## config.mk

```make
export PLATFORM = sky130hd
export DESIGN_NAME = pwm_gen_multi
export DESIGN_NICKNAME = d
export VERILOG_FILES = /design/src/rtl/pwm_gen_multi.sv
export SDC_FILE = /design/constraint.sdc
export NUM_CORES = 1
export LEC_CHECK = 0
export BUFFER_PORTS_ARGS = -buffer_cell sky130_fd_sc_hd__buf_4
export CORE_MARGIN = 4
export CORE_UTILIZATION = 53
export DETAILED_ROUTE_END_ITERATION = 7
export PLACE_DENSITY = 0.83
export SYNTH_ARGS = -nofsm -noshare
export SYNTH_HDL_FRONTEND = slang
export SYNTH_SLANG_ARGS = --single-unit
```

## constraint.sdc

```tcl
create_clock -name i_clk -period 2.7 [get_ports i_clk]
set_clock_uncertainty 0.2 [all_clocks]
set_input_delay 0.81 -clock i_clk [delete_from_list [all_inputs] [get_ports i_clk]]
set_output_delay 0.81 -clock i_clk [all_outputs]
set_load 0.05 [all_outputs]
```

## src/rtl/pwm_gen_multi.sv

```systemverilog
// Multi-channel PWM generator with a shared prescaled timebase.
// Edge/center alignment; all config double-buffered, committed at period start.
module pwm_gen_multi #(
   parameter int WIDTH      = 8,
   parameter int NUM_CH     = 4,
   parameter int PRESCALE_W = 8
) (
   input  logic                    i_clk,
   input  logic                    i_rst_n,
   input  logic                    i_en,
   input  logic                    i_center,
   input  logic [WIDTH-1:0]        i_period,
   input  logic [PRESCALE_W-1:0]   i_prescale,
   input  logic [NUM_CH*WIDTH-1:0] i_duty,
   input  logic                    i_load,
   output logic                    o_load_ack,
   output logic [NUM_CH-1:0]       o_pwm_out,
   output logic                    o_e,
   output logic [WIDTH-1:0]        o_cnt
);

   logic [NUM_CH*WIDTH-1:0] r_pend_duty, r_act_duty;
   logic [WIDTH-1:0]        r_pend_top, r_act_top;
   logic [PRESCALE_W-1:0]   r_pend_psc, r_act_psc;
   logic                    r_pend_ctr, r_act_ctr;
   logic                    r_pend;
   logic [PRESCALE_W-1:0]   r_psc;
   logic [WIDTH-1:0]        r_cnt;
   logic                    r_dn;
   logic                    r_en_q;
   logic                    r_e;
   logic                    r_ack;
   logic [NUM_CH-1:0]       r_pwm;

   logic                    w_tick;
   logic                    w_rise;
   logic                    w_start;
   logic                    w_commit;
   logic [WIDTH-1:0]        w_cnt_nxt;
   logic                    w_dn_nxt;
   logic [NUM_CH-1:0]       w_pwm;

   assign w_tick   = i_en & (r_psc == r_act_psc);
   assign w_rise   = i_en & ~r_en_q;
   assign w_commit = r_pend & (~i_en | w_start);

   // Timebase next count/direction and period-start detection
   always_comb begin
      w_cnt_nxt = r_cnt;
      w_dn_nxt  = r_dn;
      w_start   = 1'b0;
      if (w_rise) begin
         w_cnt_nxt = '0;
         w_dn_nxt  = 1'b0;
         w_start   = 1'b1;
      end else if (w_tick) begin
         if (!r_act_ctr) begin
            if (r_cnt == r_act_top) begin
               w_cnt_nxt = '0;
               w_start   = 1'b1;
            end else begin
               w_cnt_nxt = r_cnt + WIDTH'(1);
            end
         end else if (r_act_top == '0) begin
            w_cnt_nxt = '0;
            w_start   = 1'b1;
         end else if (r_dn) begin
            if (r_cnt <= WIDTH'(1)) begin
               w_cnt_nxt = '0;
               w_dn_nxt  = 1'b0;
               w_start   = 1'b1;
            end else begin
               w_cnt_nxt = r_cnt - WIDTH'(1);
            end
         end else begin
            w_cnt_nxt = r_cnt + WIDTH'(1);
            if (r_cnt + WIDTH'(1) >= r_act_top) begin
               w_dn_nxt = 1'b1;
            end
         end
      end
   end

   // Per-channel compare against pre-edge count
   always_comb begin
      w_pwm = '0;
      for (int i = 0; i < NUM_CH; i++) begin
         w_pwm[i] = i_en & (r_cnt < r_act_duty[i*WIDTH +: WIDTH]);
      end
   end

   // Shadow capture and commit of configuration
   always_ff @(posedge i_clk or negedge i_rst_n) begin
      if (!i_rst_n) begin
         r_pend      <= 1'b0;
         r_pend_duty <= '0;
         r_pend_top  <= '0;
         r_pend_psc  <= '0;
         r_pend_ctr  <= 1'b0;
         r_act_duty  <= '0;
         r_act_top   <= '0;
         r_act_psc   <= '0;
         r_act_ctr   <= 1'b0;
         r_ack       <= 1'b0;
      end else begin
         if (i_load) begin
            r_pend      <= 1'b1;
            r_pend_duty <= i_duty;
            r_pend_top  <= i_period;
            r_pend_psc  <= i_prescale;
            r_pend_ctr  <= i_center;
         end else if (w_commit) begin
            r_pend <= 1'b0;
         end
         if (w_commit) begin
            r_act_duty <= r_pend_duty;
            r_act_top  <= r_pend_top;
            r_act_psc  <= r_pend_psc;
            r_act_ctr  <= r_pend_ctr;
         end
         r_ack <= w_commit;
      end
   end

   // Timebase, prescaler and registered outputs
   always_ff @(posedge i_clk or negedge i_rst_n) begin
      if (!i_rst_n) begin
         r_psc  <= '0;
         r_cnt  <= '0;
         r_dn   <= 1'b0;
         r_en_q <= 1'b0;
         r_e    <= 1'b0;
         r_pwm  <= '0;
      end else begin
         r_en_q <= i_en;
         r_e    <= w_start;
         r_pwm  <= w_pwm;
         if (!i_en || w_rise || w_tick) begin
            r_psc <= '0;
         end else begin
            r_psc <= r_psc + PRESCALE_W'(1);
         end
         if (!i_en) begin
            r_cnt <= '0;
            r_dn  <= 1'b0;
         end else begin
            r_cnt <= w_cnt_nxt;
            r_dn  <= w_dn_nxt;
         end
      end
   end

   assign o_load_ack = r_ack;
   assign o_pwm_out  = r_pwm;
   assign o_e        = r_e;
   assign o_cnt      = r_cnt;

endmodule

```

# [Yosys cells after proc, flatten, opt, wreduce, memory -nomap -nowiden]
# Index checks and enable logic that the tools add are counted.
[word_totals] ff_bits=123 input_bits=53 wordCells=72
[op_classes] n_addsub=3 order_cmp=6 n_eq_ne=5 n_mux=26 bitwise=10 reduce_logical=6
[ops] op="$mux 8" n=9
[ops] op="$lt 8x8->1" n=4
[ops] op="$mux 1" n=17
[ops] op="$add 8x1->8 const B" n=2
[ops] op="$eq 8x8->1" n=2
[ops] op="$ge 8x8->1" n=1
[ops] op="$le 8x1->1 const B" n=1
[ops] op="$logic_not 8->1" n=1
[ops] op="$sub 8x1->8 const B" n=1
[ops] op="$and 1x1->1" n=7
[ops] op="$ne 3x1->1 const B" n=2
[ops] op="$ne 3x3->1 const B" n=1
[ops] op="$reduce_and 3->1" n=1
[ops] op="$logic_or 1x1->1" n=2
[ops] op="$not 1->1" n=2
[ops] op="$reduce_bool 2->1" n=1
[ops] op="$logic_not 1->1" n=1
[ops] op="$or 1x1->1" n=1

# [Longest topological paths before layout]
# Gate-level depths: netlist of run 1.
[depth] word_depth=11 depth_mapped=11

# [Least setup slack after synthesis of run 1]
# OpenSTA, ideal clock, no wires.
[synth_timing] kind="register to register" startpoint="reg r_cnt[6], in the netlist o_cnt[6]" endpoint="reg r_act_ctr" t_arrival_ps=2720 path_slack_ps=-345 stages_incl_launch_ff=10 path_buffers=3 path_cell_list="dfrtp_1 -> buf_6 -> or3b_1 -> or4_4 -> and3_1 -> buf_2 -> nor3_2 -> o21ai_2 -> buf_6 -> mux2_4"
[synth_via] elab_chain_cells=9
[synth_rtl] element="start, declared" line_no="28" rtl="logic [WIDTH-1:0] r_cnt;"
[synth_rtl] element="start signal, assigned" line_no="147" rtl="r_cnt <= w_cnt_nxt;"
[synth_rtl] element="$le 8x1->1" line_no="68" rtl="if (r_cnt <= WIDTH'(1)) begin"
[synth_rtl] element="$mux 1" line_no="68"
[synth_rtl] element="$mux 1" line_no="67" rtl="end else if (r_dn) begin"
[synth_rtl] element="$mux 1" line_no="64" rtl="end else if (r_act_top == '0) begin"
[synth_rtl] element="$mux 1 (*)" line_no="57" rtl="if (!r_act_ctr) begin"
[synth_rtl] element="$mux 1 (*)" line_no="56" rtl="end else if (w_tick) begin"
[synth_rtl] element="$mux 1 (*)" line_no="52" rtl="if (w_rise) begin"
[synth_rtl] element="$or 1x1->1 (*)" line_no="45" rtl="assign w_commit = r_pend & (~i_en | w_start);"
[synth_rtl] element="$and 1x1->1 (*)" line_no="45"
[synth_rtl] element="end signal, assigned" line_no="119" rtl="r_act_ctr <= r_pend_ctr;"
[synth_rtl] element="end, declared" line_no="25" rtl="logic r_pend_ctr, r_act_ctr;"
# Mark *: on every way between the ends. The rest lies on a longest branch, timed or not.
# A chain may end at the register's enable or synchronous reset.

# [Final worst setup path of run 1]
[layout_timing] startpoint="reg r_cnt[0], in the netlist o_cnt[0]" endpoint="reg r_cnt[5], in the netlist o_cnt[5]"
[layout_via] elab_chain_cells=8
[layout_rtl] element="$sub 8x1->8 / $le 8x1->1 (equally long branches)" line_no="73, 68"
[layout_rtl] element="$mux 8" line_no="68"
[layout_rtl] element="$mux 8" line_no="67"
[layout_rtl] element="$mux 8" line_no="64"
[layout_rtl] element="$mux 8 (*)" line_no="57"
[layout_rtl] element="$mux 8 (*)" line_no="56"
[layout_rtl] element="$mux 8 (*)" line_no="52"
[layout_rtl] element="$mux 8 (*)" line_no="143" rtl="if (!i_en) begin"
# Mark *: on every way between the ends. The rest lies on a longest branch, timed or not. The select of a mux whose other input is x is not followed.

==> results of run 1 <==
## metal layers
layer | up-vias | global-route usage
met5 | - | 0
met4 | 0 | 0.0910
met3 | 27 | 0.0514
met2 | 141 | 0.358
met1 | 2130 | 0.271
li1 | 1974 | -
## cells by family after synthesis
family / after synthesis / share of synthesized area
flip-flops: 123 / 0.487
adder cells (fa/ha/maj): 40 / 0.0792
AND/OR/NAND/NOR: 87 / 0.0701
AO/OA/AOI/OAI: 62 / 0.0667
XOR/XNOR: 29 / 0.0402
multiplexers: 100 / 0.207
buffers and inverters: 71 / 0.0499
## cells in the mapped netlist, types with 3 or more instances
| cell type | count |
|---|---|
| a211oi_1 | 6 |
| a21o_1 | 8 |
| a21oi_1 | 7 |
| a31oi_1 | 3 |
| and3_1 | 5 |
| buf_2 | 3 |
| buf_6 | 6 |
| clkbuf_1 | 13 |
| dfrtp_1 | 123 |
| ha_1 | 40 |
| inv_1 | 47 |
| mux2_2 | 51 |
| mux2_4 | 49 |
| nand2_1 | 18 |
| nand2b_1 | 5 |
| nand3_1 | 10 |
| nor2_1 | 22 |
| nor2b_1 | 4 |
| nor3_1 | 4 |
| nor4_1 | 7 |
| o211ai_1 | 5 |
| o21ai_0 | 15 |
| o221ai_1 | 3 |
| o22ai_1 | 3 |
| or3_1 | 4 |
| xnor2_1 | 5 |
| xor2_1 | 24 |
## timing repair
item,CTS,global route
buffers inserted,1,7
resized for setup,2,13
hold endpoints to repair,0,0
hold buffers,0,0
pin swaps,1,1
setup endpoints to repair,2,37
cloned,0,0
## flip-flops by register name (all words and copies together), names as in the netlist
| name | cells |
|---|---|
| o_e | 1 |
| r_psc | 8 |
| r_pend_duty | 32 |
| r_pend | 1 |
| r_pend_ctr | 1 |
| r_act_ctr | 1 |
| r_act_top | 8 |
| r_pend_psc | 8 |
| r_pend_top | 8 |
| o_pwm_out | 4 |
| o_load_ack | 1 |
| r_act_duty | 32 |
| r_act_psc | 8 |
| o_cnt | 8 |
| r_dn | 1 |
| r_en_q | 1 |
## power breakdown
group	internal [mW]	switching [mW]	leakage, nW	total [mW]
sequential	2.07	0.173	1.46	2.25
clock	1.57	0.821	0.292	2.39
combinational	0.472	0.355	2.19	0.827
## path summary, 6_finish.rpt
kind | end | slack [ns]
max | o_cnt[5] | -0.008
min | r_pend_psc[0] | 0.18
max reg2reg | o_cnt[5] | -0.008
min reg2reg | o_e | 0.26
max in group asynchronous | r_pend_duty[22] | 1.49
min in group i_clk | o_e | 0.26
## cell type report
cell class / count / area [sq um]
well taps: 143 / 179
clock buffers: 19 / 443
repair buffers: 97 / 795
multi-input cells: 318 / 3010
flip-flops and latches: 123 / 3090
clock inverters: 13 / 193
inverters: 48 / 180
fillers: 764 / 3680
## stage by stage
| step | instances | hold WS (ns) | total power, mW | utilization | TNS, ns |
|---|---|---|---|---|---|
| 4_1_cts | 754 | 0.190 | 5.50 | 0.673 | 0 |
| 2_1_floorplan | 512 | 0.231 | 2.81 | - | -9.47 |
| 6_report | 761 | 0.182 | 5.47 | 0.682 | -0.00813 |
| 3_3_place_gp | 721 | 0.251 | 3.02 | 0.616 | 0 |
| 5_1_grt | 761 | 0.208 | 5.69 | 0.682 | -0.190 |
| 3_5_place_dp | 721 | 0.244 | 3.08 | 0.616 | 0 |
==> summary.md, run 1 <==
| Metric | Value |
|---|---|
| Synth Flop Type | dfrtp_1 |
| Most common cell after layout, fill and taps aside | dfrtp_1 |
| WL per Instance | 18.4 um |
| Die height | 117 um |
| Htree depth | 4 |
| Crit path largest cell delay | 0.52 ns |
| Yosys top cell by area | dfrtp_1 |
| Yosys warns | 0 |
| Peak VDD IR | 0.000427 V |
| Most frequent cells in the layout | dfrtp_1 (116), buf_4 (91), mux2_4 (51) |
| Total number of vias | 4272 |
| Clk slew on worst S/H paths | 0.05 ns |
| DIE AREA | 0.0137 sq mm |
| Slew @ Worst Pin | 0.663 ns |
| Drc violations | 0 |
| Outcome | finished, violations left |
| Core Region | 0.0116 sq mm |
| Worst-path maximum fanout | 7 |
| Cell Area, Synth | 0.00632 sq mm |
| Routed met3 length | 724 um |
| CTS tree | yes |
| DP HPWL | 9.34 mm |
| Nets | 698 |
| Yosys top cell area share | 0.487 |
| Clk sinks | 123 |
| Seq/Total Area, Yosys | 0.487 |
| EDFF count, synth | 0 |
| Pins over their slew limit | 0 |
| CP startpoint | o_cnt[0] |
| Die width | 117 um |
| Final Critical Period | 2.71 ns |
| Largest net degree at the start of global routing | 51 |
| Routed wire length on met2 | 7.27 mm |
| Ant diodes | 0 |
| Count of different cell masters after synthesis | 46 |
| Static Leakage | 3.95 nW |
| F_max | 369 MHz |
| First-pass GRT wire length | 22.6 mm |
| Min-delay worst type | in -> async |
| Critical R2R Launch | o_cnt[0] |
| Fin area | 0.00788 sq mm |
| Syn Area/Cell | 12.3 sq um |
| Max-cap viol count | 0 |
| Top Layer Used | met4 |
| Placed cell area | 0.00712 sq mm |
| Reg2reg path depth | 9 |
| PD cells | 694 mW/mm^2 |
| Final worst-path cycle share | 1.00 |
| CP max stage cell | or4_4 |
| GRT Util Overall | 0.216 |
| Port bufs | 66 |
| Number of setup violations in the final report | 1 |
| Via density per instance | 5.61 |
| CP startpoint kind | flop |
| M1 WL | 5.71 mm |
| # rows | 39 |
| RSZ-0062 raised after global routing | yes |
| First DRT Iteration DRCs | 262 |
| Area grow syn2layout | 24.7% |
| #FFs+latches synth | 123 |
| Grt ovf | 0 |
| Root Driver | clkbuf_16 |
| Final WS setup | -0.00813 ns |
| Initial antenna violation count | 0 |
| Critical path's top delay family | simple AND/OR/NAND/NOR gates |
| Vias in the first global route | 4508 |
| Critical Path Sink Type | flop |
| Failing checks | negative setup slack |
| Final RePlAce weighted congestion | 0.909 |
| CP required | 2.79 ns |
| DRT Wirelength | 14.0 mm |
| Synth Instances | 512 |
| TritonCTS Buffers | 17 |
| Boundary Pins | 67 |
| Drt pass-1 iters | 5 |
| Initial core utilization | 0.547 |
| Slew HR | 0.558 |
| Ys async rst share | 1.00 |
| CP Buf/Inv Count | 2 |
| Endpoints failing hold | 0 |
| Critical-path cell list | inv_1 > ha_2 > nor2_1 > or4_4 > and4b_1 > o211ai_1 > buf_4 > o221ai_2 > mux2_4 |
| Layout cells sized above 1 | 0.409 |
| Max Root-Sink Buffers | 2 |
| Pre-CTS setup slack | 0.0392 ns |
| WP depth | 9 |
| Synth top area cells | dfrtp_1 (49%), mux2_4 (12%), mux2_2 (9.1%), ha_1 (7.9%), xor2_1 (3.3%) |
| Routed Antenna Nets | 0 |
| Worst-skew pair later-pin latency | 0.41 ns |
| Arr. time, crit path | 2.80 ns |
| Crit Path Class | reg -> reg |
| Syn Nets | 605 |
(Power assumes the default switching activity.)
==> inputs of run 2 (changes only) <==
Settings changed: CORE_UTILIZATION 53 to 55, CTS_BUF_LIST set to sky130_fd_sc_hd__clkbuf_8, PLACE_DENSITY 0.83 to 0.85.
==> run 2 against run 1 <==
Compared with the run above:
- wire length fell by 5.5%
- hold slack got worse by 0.052 ns
- clock power fell by 39%
- die area down 3.4%
- final cell count is 1.3% lower
- first-iteration DRC count is 16% lower
- highest routed layer unchanged
- the flow now finishes without violations
- sequential power about the same
- design area fell by 4.8%
- critical path depth fell by 2
- critical endpoint is now r_act_psc[1]
- fmax increased by 2.2%
==> summary.md, run 2 (synthesized netlist as in run 1, its figures left out) <==
| Metric | Value |
|---|---|
| Outcome | completed (was finished, violations left) |
| Drt pass-1 iters | 4 (was 5) |
| Nets | 696 (was 698) |
| Die height | 115 um (was 117 um) |
| Min-delay worst type | in -> async (unchanged) |
| Clock power frac | 0.325 (was 0.438) |
| Sequential cell fraction of total power | 0.497 (was 0.411) |
| TritonCTS Buffers | 17 (unchanged) |
| Total number of vias | 4187 (was 4272) |
| Pins over their slew limit | 0 (unchanged) |
| Peak VDD IR | 0.000468 V (was 0.000427 V) |
| Initial core utilization | 0.573 (was 0.547) |
| # rows | 38 (was 39) |
| Worst-path maximum fanout | 27 (was 7) |
| Sw Ratio | 0.256 (was 0.247) |
| Arr. time, crit path | 2.76 ns (was 2.80 ns) |
| First-pass GRT wire length | 22.3 mm (was 22.6 mm) |
| Internal power | 3.35 mW (was 4.12 mW) |
| Max-cap viol count | 0 (unchanged) |
| CP required | 2.82 ns (was 2.79 ns) |
| DRT Wirelength | 13.2 mm (was 14.0 mm) |
| Area grow syn2layout | 18.6% (was 24.7%) |
| Non-filler cells, final | 751 (was 761) |
| PD cells | 600 mW/mm^2 (was 694 mW/mm^2) |
| Overall power | 4.50 mW (was 5.47 mW) |
| CTS tree | yes (unchanged) |
| Combinational power share | 0.178 (was 0.151) |
| Layout cells sized above 1 | 0.390 (was 0.409) |
| Crit Path Class | reg -> reg (unchanged) |
| DP HPWL | 9.55 mm (was 9.34 mm) |
| Static Leakage | 3.83 nW (was 3.95 nW) |
| Slew @ Worst Pin | 0.679 ns (was 0.663 ns) |
| Largest net degree at the start of global routing | 51 (unchanged) |
| Grt ovf | 0 (unchanged) |
| Most frequent cells in the layout | dfrtp_1 (116), buf_4 (92), mux2_2 (51) (was dfrtp_1 (116), buf_4 (91), mux2_4 (51)) |
| First DRT Iteration DRCs | 220 (was 262) |
| Largest regs | r_act_duty x32, r_pend_duty x32 (unchanged) |
| Final Critical Period | 2.65 ns (was 2.71 ns) |
| Worst-skew pair later-pin latency | 0.44 ns (was 0.41 ns) |
| Endpoints failing hold | 0 (unchanged) |
| Final worst-path cycle share | 0.981 (was 1.00) |
| Switching power | 1.15 mW (was 1.35 mW) |
| Number of setup violations in the final report | 0 (was 1) |
| Die width | 115 um (was 117 um) |
| Via density per instance | 5.58 (was 5.61) |
| Vias in the first global route | 4575 (was 4508) |
| Drc violations | 0 (unchanged) |
| Most common cell after layout, fill and taps aside | dfrtp_1 (unchanged) |
| Initial antenna violation count | 0 (unchanged) |
| F_max | 378 MHz (was 369 MHz) |
| GRT Util Overall | 0.218 (was 0.216) |
| DIE AREA | 0.0133 sq mm (was 0.0137 sq mm) |
| Root Driver | clkbuf_8 (was clkbuf_16) |
| Clk slew on worst S/H paths | 0.07 ns (was 0.05 ns) |
| Slew HR | 0.547 (was 0.558) |
| Cells after DPL | 721 (unchanged) |
| Htree depth | 4 (unchanged) |
| CP startpoint kind | flop (unchanged) |
| Port bufs | 66 (unchanged) |
| WL per Instance | 17.6 um (was 18.4 um) |
| Clk sinks | 123 (unchanged) |
| Critical Path Sink Type | flop (unchanged) |
| Boundary Pins | 67 (unchanged) |
| Ant diodes | 0 (unchanged) |
| Core Region | 0.0110 sq mm (was 0.0116 sq mm) |
| Final RePlAce weighted congestion | 0.922 (was 0.909) |
| Hold-fix buffers, CTS | 0 (unchanged) |
| Routed Antenna Nets | 0 (unchanged) |
| Max Root-Sink Buffers | 2 (unchanged) |
[run 2: cell types whose count changed in the layout (fill, tap and decap cells not counted), moves of 3 or more]
cell,before,now
bufinv_16,4,1
clkbuf_16,17,0
clkbuf_8,1,22
clkinv_4,3,0
clkinvlp_4,5,0
o221ai_1,0,3
o221ai_2,3,0
[run 2: cell type report]
cell class,count,area (sq um)
Clock inverter,5,47.5
Timing Repair Buffer,95,751
Fill cell,793,3530
Sequential cell,123,3090
Inverter,48,180
Multi-Input combinational cell,318,2960
Clock buffer,22,303
Tap cell,140,175
[run 2: repair_timing]
| action | 4_1_cts | 5_1_grt |
|---|---|---|
| pin swaps | 1 | 1 |
| buffers inserted | 0 | 3 |
| gates resized for setup | 0 | 4 |
| endpoints found under the setup margin | 1 | 49 |
[run 2: power by group through the flow]
stage                     Clock [mW]  Combinational (mW)  Sequential, mW
after CTS                       1.50               0.813            2.24
after floorplan                    0               0.565            2.24
after detailed placement           0               0.807            2.27
after global routing            1.58               0.891            2.26
after global placement             0               0.753            2.26
final                           1.46               0.802            2.24
[run 2: metrics by stage]
stage	cell area (sq um)	worst slack [ns]	hold slack [ns]	utilization	setup TNS (ns)
6_report	7500	0.0511	0.130	0.680	0
5_1_grt	7500	-0.0133	0.138	0.680	-0.0414
4_1_cts	7470	0.00502	0.115	0.677	0
3_5_place_dp	7120	0.0384	0.293	0.645	0
3_3_place_gp	7120	0.0811	0.287	0.645	0
2_1_floorplan	6360	-0.187	0.231	-	-9.47
[run 2: routing by layer]
layer  track usage  wire (um)  part of all wire
met1         0.270       5590              0.42
met2         0.367       6820              0.52
met3        0.0584        619             0.047
met4        0.0837        211             0.016
met5             0          0                 0
[run 2: path summary, 6_finish.rpt]
kind / startpoint / endpoint / slack, ns / cells past startpoint
setup / recovery: o_cnt[6] / r_act_psc[1] / 0.05 / 7
hold / removal: i_rst_n / r_pend_psc[1] / 0.13 / 1
setup reg to reg: o_cnt[6] / r_act_psc[1] / 0.05 / 7
hold reg to reg: r_pend_duty[5] / r_act_duty[5] / 0.30 / 1
max in group asynchronous: i_rst_n / r_pend_top[6] / 1.52 / 2
min in group i_clk: r_pend_duty[5] / r_act_duty[5] / 0.30 / 1
[run 2: worst max-delay path, cell delays in order, from the launching register on]
cell     delay [ns]
dfrtp_2        0.41
or3b_4         0.40
or4_4          0.50
and3_4         0.23
nor3_4         0.15
o21ai_4        0.09
buf_12         0.19
mux2_4         0.32
==> inputs of run 3 (changes only) <==
Settings changed: ABC_AREA set to 1.
==> run 3 against run 2 <==
Compared with the run above:
- sequential power down 3%
- largest cell class unchanged
- design area up 0.60%
- flip-flop and latch count unchanged
- highest routed layer unchanged
==> summary.md, run 3 <==
| Metric | Value |
|---|---|
| Outcome | completed (unchanged) |
| DIE AREA | 0.0134 sq mm (was 0.0133 sq mm) |
| Min-delay worst type | reg -> reg (was in -> async) |
| CP Buf/Inv Count | 3 (was 1) |
| First-pass GRT wire length | 24.3 mm (was 22.3 mm) |
| Crit Path Class | reg -> reg (unchanged) |
| Critical R2R Launch | o_cnt[0] (was o_cnt[6]) |
| Core Region | 0.0114 sq mm (was 0.0110 sq mm) |
| Static Leakage | 4.12 nW (was 3.83 nW) |
| Drc violations | 0 (unchanged) |
| Area of the multi-input gates | 0.00286 sq mm (was 0.00296 sq mm) |
| Fill count | 895 (was 793) |
| Endpoints failing hold | 0 (unchanged) |
| Slew @ Worst Pin | 0.523 ns (was 0.679 ns) |
| Ys async rst share | 1.00 (unchanged) |
| Port bufs | 66 (unchanged) |
| Post-CTS Setup Bufs | 0 (unchanged) |
| Hold_ws | 0.273 ns (was 0.130 ns) |
| Seq/Total Area, Yosys | 0.482 (was 0.487) |
| EDFF count, synth | 0 (unchanged) |
| DRT Wirelength | 14.4 mm (was 13.2 mm) |
| Overall power | 4.78 mW (was 4.50 mW) |
| Final RePlAce weighted congestion | 0.975 (was 0.922) |
| Most frequent cells in the layout | nand2_1 (340), dfrtp_1 (123), buf_4 (81) (was dfrtp_1 (116), buf_4 (92), mux2_2 (51)) |
| RSZ-0062 raised after global routing | no |
| First DRT Iteration DRCs | 397 (was 220) |
| Number of setup violations in the final report | 0 (unchanged) |
| Synth top area cells | dfrtp_1 (48%), nand2_1 (20%), ha_1 (7.8%), nand3_1 (4.5%), inv_1 (3.7%) (was dfrtp_1 (49%), mux2_4 (12%), mux2_2 (9.1%), ha_1 (7.9%), xor2_1 (3.3%)) |
| Yosys top cell area share | 0.482 (was 0.487) |
| Critical-path cell list | clkinv_1 > ha_1 > o21ai_1 > nor3_2 > inv_2 > nand2_4 > nand3_4 > nand2_4 > nand2_2 > buf_4 > nand2_1 > nand2_1 (was or3b_4 > or4_4 > and3_4 > nor3_4 > o21ai_4 > buf_12 > mux2_4) |
| Pins over their slew limit | 0 (unchanged) |
| Vias in the first global route | 5173 (was 4575) |
| TritonCTS Buffers | 17 (unchanged) |
| Yosys top cell by area | dfrtp_1 (unchanged) |
| Placed cell area | 0.00707 sq mm (was 0.00712 sq mm) |
| Max-cap viol count | 0 (unchanged) |
| PD cells | 634 mW/mm^2 (was 600 mW/mm^2) |
| Fin area | 0.00755 sq mm (was 0.00750 sq mm) |
| Final worst-path cycle share | 0.912 (was 0.981) |
| Area grow syn2layout | 18.2% (was 18.6%) |
| #FFs+latches synth | 123 (unchanged) |
| Syn Nets | 889 (was 605) |
| Arr. time, crit path | 2.63 ns (was 2.76 ns) |
| Nets | 962 (was 696) |
| Routed Antenna Nets | 0 (unchanged) |
| Critical path's top delay family | simple AND/OR/NAND/NOR gates (unchanged) |
| Boundary Pins | 67 (unchanged) |
| Most common cell in the netlist | nand2_1 (was dfrtp_1) |
| Most common cell after layout, fill and taps aside | nand2_1 (was dfrtp_1) |
| Initial core utilization | 0.561 (was 0.573) |
| GRT Util Overall | 0.229 (was 0.218) |
| Final Critical Period | 2.46 ns (was 2.65 ns) |
| CTS tree | yes (unchanged) |
| Hold Crit Start | r_act_duty[26] |
| Htree depth | 4 (unchanged) |
| Max Root-Sink Buffers | 2 (unchanged) |
| WL per Instance | 14.0 um (was 17.6 um) |
| Crit path largest cell delay | 0.46 ns (was 0.50 ns) |
| Grt ovf | 0 (unchanged) |
| Clk slew on worst S/H paths | 0.07 ns (about the same) |
| Clk sinks | 123 (unchanged) |
| Die height | 116 um (was 115 um) |
| Total number of vias | 5396 (was 4187) |
| Cell Area, Synth | 0.00638 sq mm (was 0.00632 sq mm) |
| Root Driver | clkbuf_8 (unchanged) |
| DP HPWL | 9.78 mm (was 9.55 mm) |
| Largest regs | r_act_duty x32, r_pend_duty x32 (unchanged) |
| Slew HR | 0.648 (was 0.547) |
| CP startpoint kind | flop (unchanged) |
| Synth Flop Type | dfrtp_1 (unchanged) |
| # rows | 39 (was 38) |
| Initial antenna violation count | 0 (unchanged) |
| Syn Area/Cell | 8.02 sq um (was 12.3 sq um) |
| CP required | 2.87 ns (was 2.82 ns) |
| Worst-path maximum fanout | 30 (was 27) |
| Worst-skew pair later-pin latency | 0.43 ns (was 0.44 ns) |
| Synth Instances | 796 (was 512) |
| Yosys warns | 0 (unchanged) |
| Layout cells sized above 1 | 0.159 (was 0.390) |
| Critical Path Sink Type | flop (unchanged) |
| Die width | 116 um (was 115 um) |
| Peak VDD IR | 0.000344 V (was 0.000468 V) |
| Aggregate negative setup slack | 0 ns (unchanged) |
| CP max stage cell | dfrtp_1 (was or4_4) |
| Util after Layout | 0.664 (was 0.680) |
| F_max | 406 MHz (was 378 MHz) |
| Count of different cell masters after synthesis | 35 (was 46) |
| Largest net degree at the start of global routing | 80 (was 51) |
| Most common library cells after synthesis | nand2_1 (340), dfrtp_1 (123), inv_1 (63), nand3_1 (58), ha_1 (40) (was dfrtp_1 (123), mux2_2 (51), mux2_4 (49), inv_1 (47), ha_1 (40)) |
| Ant diodes | 0 (unchanged) |
| Drt pass-1 iters | 5 (was 4) |
| Sequential cell area | 0.00308 sq mm (was 0.00309 sq mm) |
| Via density per instance | 5.26 (was 5.58) |
| CP startpoint | o_cnt[0] (was o_cnt[6]) |
==> run 3: cell count changes in the layout (fill, tap and decap cells not counted), sizes merged, moves of 7 or more <==
cell    delta
xor2      -19
a21oi     +22
nor2      +11
buf       -10
mux2     -100
clkinv     +7
nor4       -7
nand2    +326
a21o       -8
nand3     +59
o21ai     +10
inv       +18
==> run 3: final timing paths <==
kind / end / slack, ns / cells past startpoint
worst min-delay path: r_act_duty[26] / 0.27 / 2
worst max register to register: r_act_duty[28] / 0.24 / 12
min in group asynchronous: o_pwm_out[1] / 0.55 / 2
worst max-delay path: r_act_duty[28] / 0.24 / 12
max in group asynchronous: r_act_top[7] / 1.12 / 3
worst min register to register: r_act_duty[26] / 0.27 / 2
==> run 3: layout make-up <==
| type | instances | area share |
|---|---|---|
| multi-input combinational | 571 | 0.379 |
| clock inverter | 14 | 0.0290 |
| timing repair buffer | 86 | 0.0925 |
| tap | 143 | 0.0237 |
| clock buffer | 18 | 0.0328 |
| inverter | 70 | 0.0348 |
| sequential | 123 | 0.408 |
==> run 3: repair_timing <==
| item | in CTS | in global routing |
|---|---|---|
| hold buffers | 1 | 0 |
| endpoints found under the hold margin | 6 | 0 |
| setup endpoints to repair | 0 | 0 |
| resized for setup | 0 | 0 |
==> run 3: routing by layer <==
metal  GRT usage  vias up  share of wire
met4      0.0789        0          0.019
met1       0.302     2571           0.43
li1            -     2650              -
met2       0.383      146           0.50
met3      0.0423       29          0.050
met5           0        -              0
==> run 3: power by group <==
| group | leakage, nW | total (mW) | switching, mW | internal [mW] |
|---|---|---|---|---|
| logic | 2.34 | 0.736 | 0.449 | 0.287 |
| registers | 1.54 | 2.17 | 0.140 | 2.03 |
| clock network | 0.229 | 1.87 | 0.747 | 1.13 |
==> run 3: kinds of logic (layout without fill, tap and decap cells) <==
group / Yosys count / count (layout) / synth area share
AOI/OAI and AO/OA: 62 / 62 / 0.0512
adders and majority gates: 40 / 40 / 0.0784
and+or+nand+nor: 455 / 455 / 0.299
xor gates and xnor gates: 14 / 14 / 0.0192
DFF: 123 / 123 / 0.482
buffers and inverters: 102 / 188 / 0.0696
==> run 3: per-stage QoR <==
| step | setup slack, ns | std cells |
|---|---|---|
| after floorplan | 0.0575 | 796 |
| after global placement | 0.369 | 992 |
| after detailed placement | 0.280 | 992 |
| after CTS | 0.232 | 1025 |
| after global routing | 0.0282 | 1025 |
| final | 0.237 | 1025 |
==> run 3: worst register-to-register path: cells and delay by family, from the launching register on <==
family / cells / cell delay, ns
buf+inv: 3 / 0.49
fa+ha+maj: 1 / 0.27
simple gates: 7 / 0.80
compound gates: 1 / 0.20
flops: 1 / 0.46
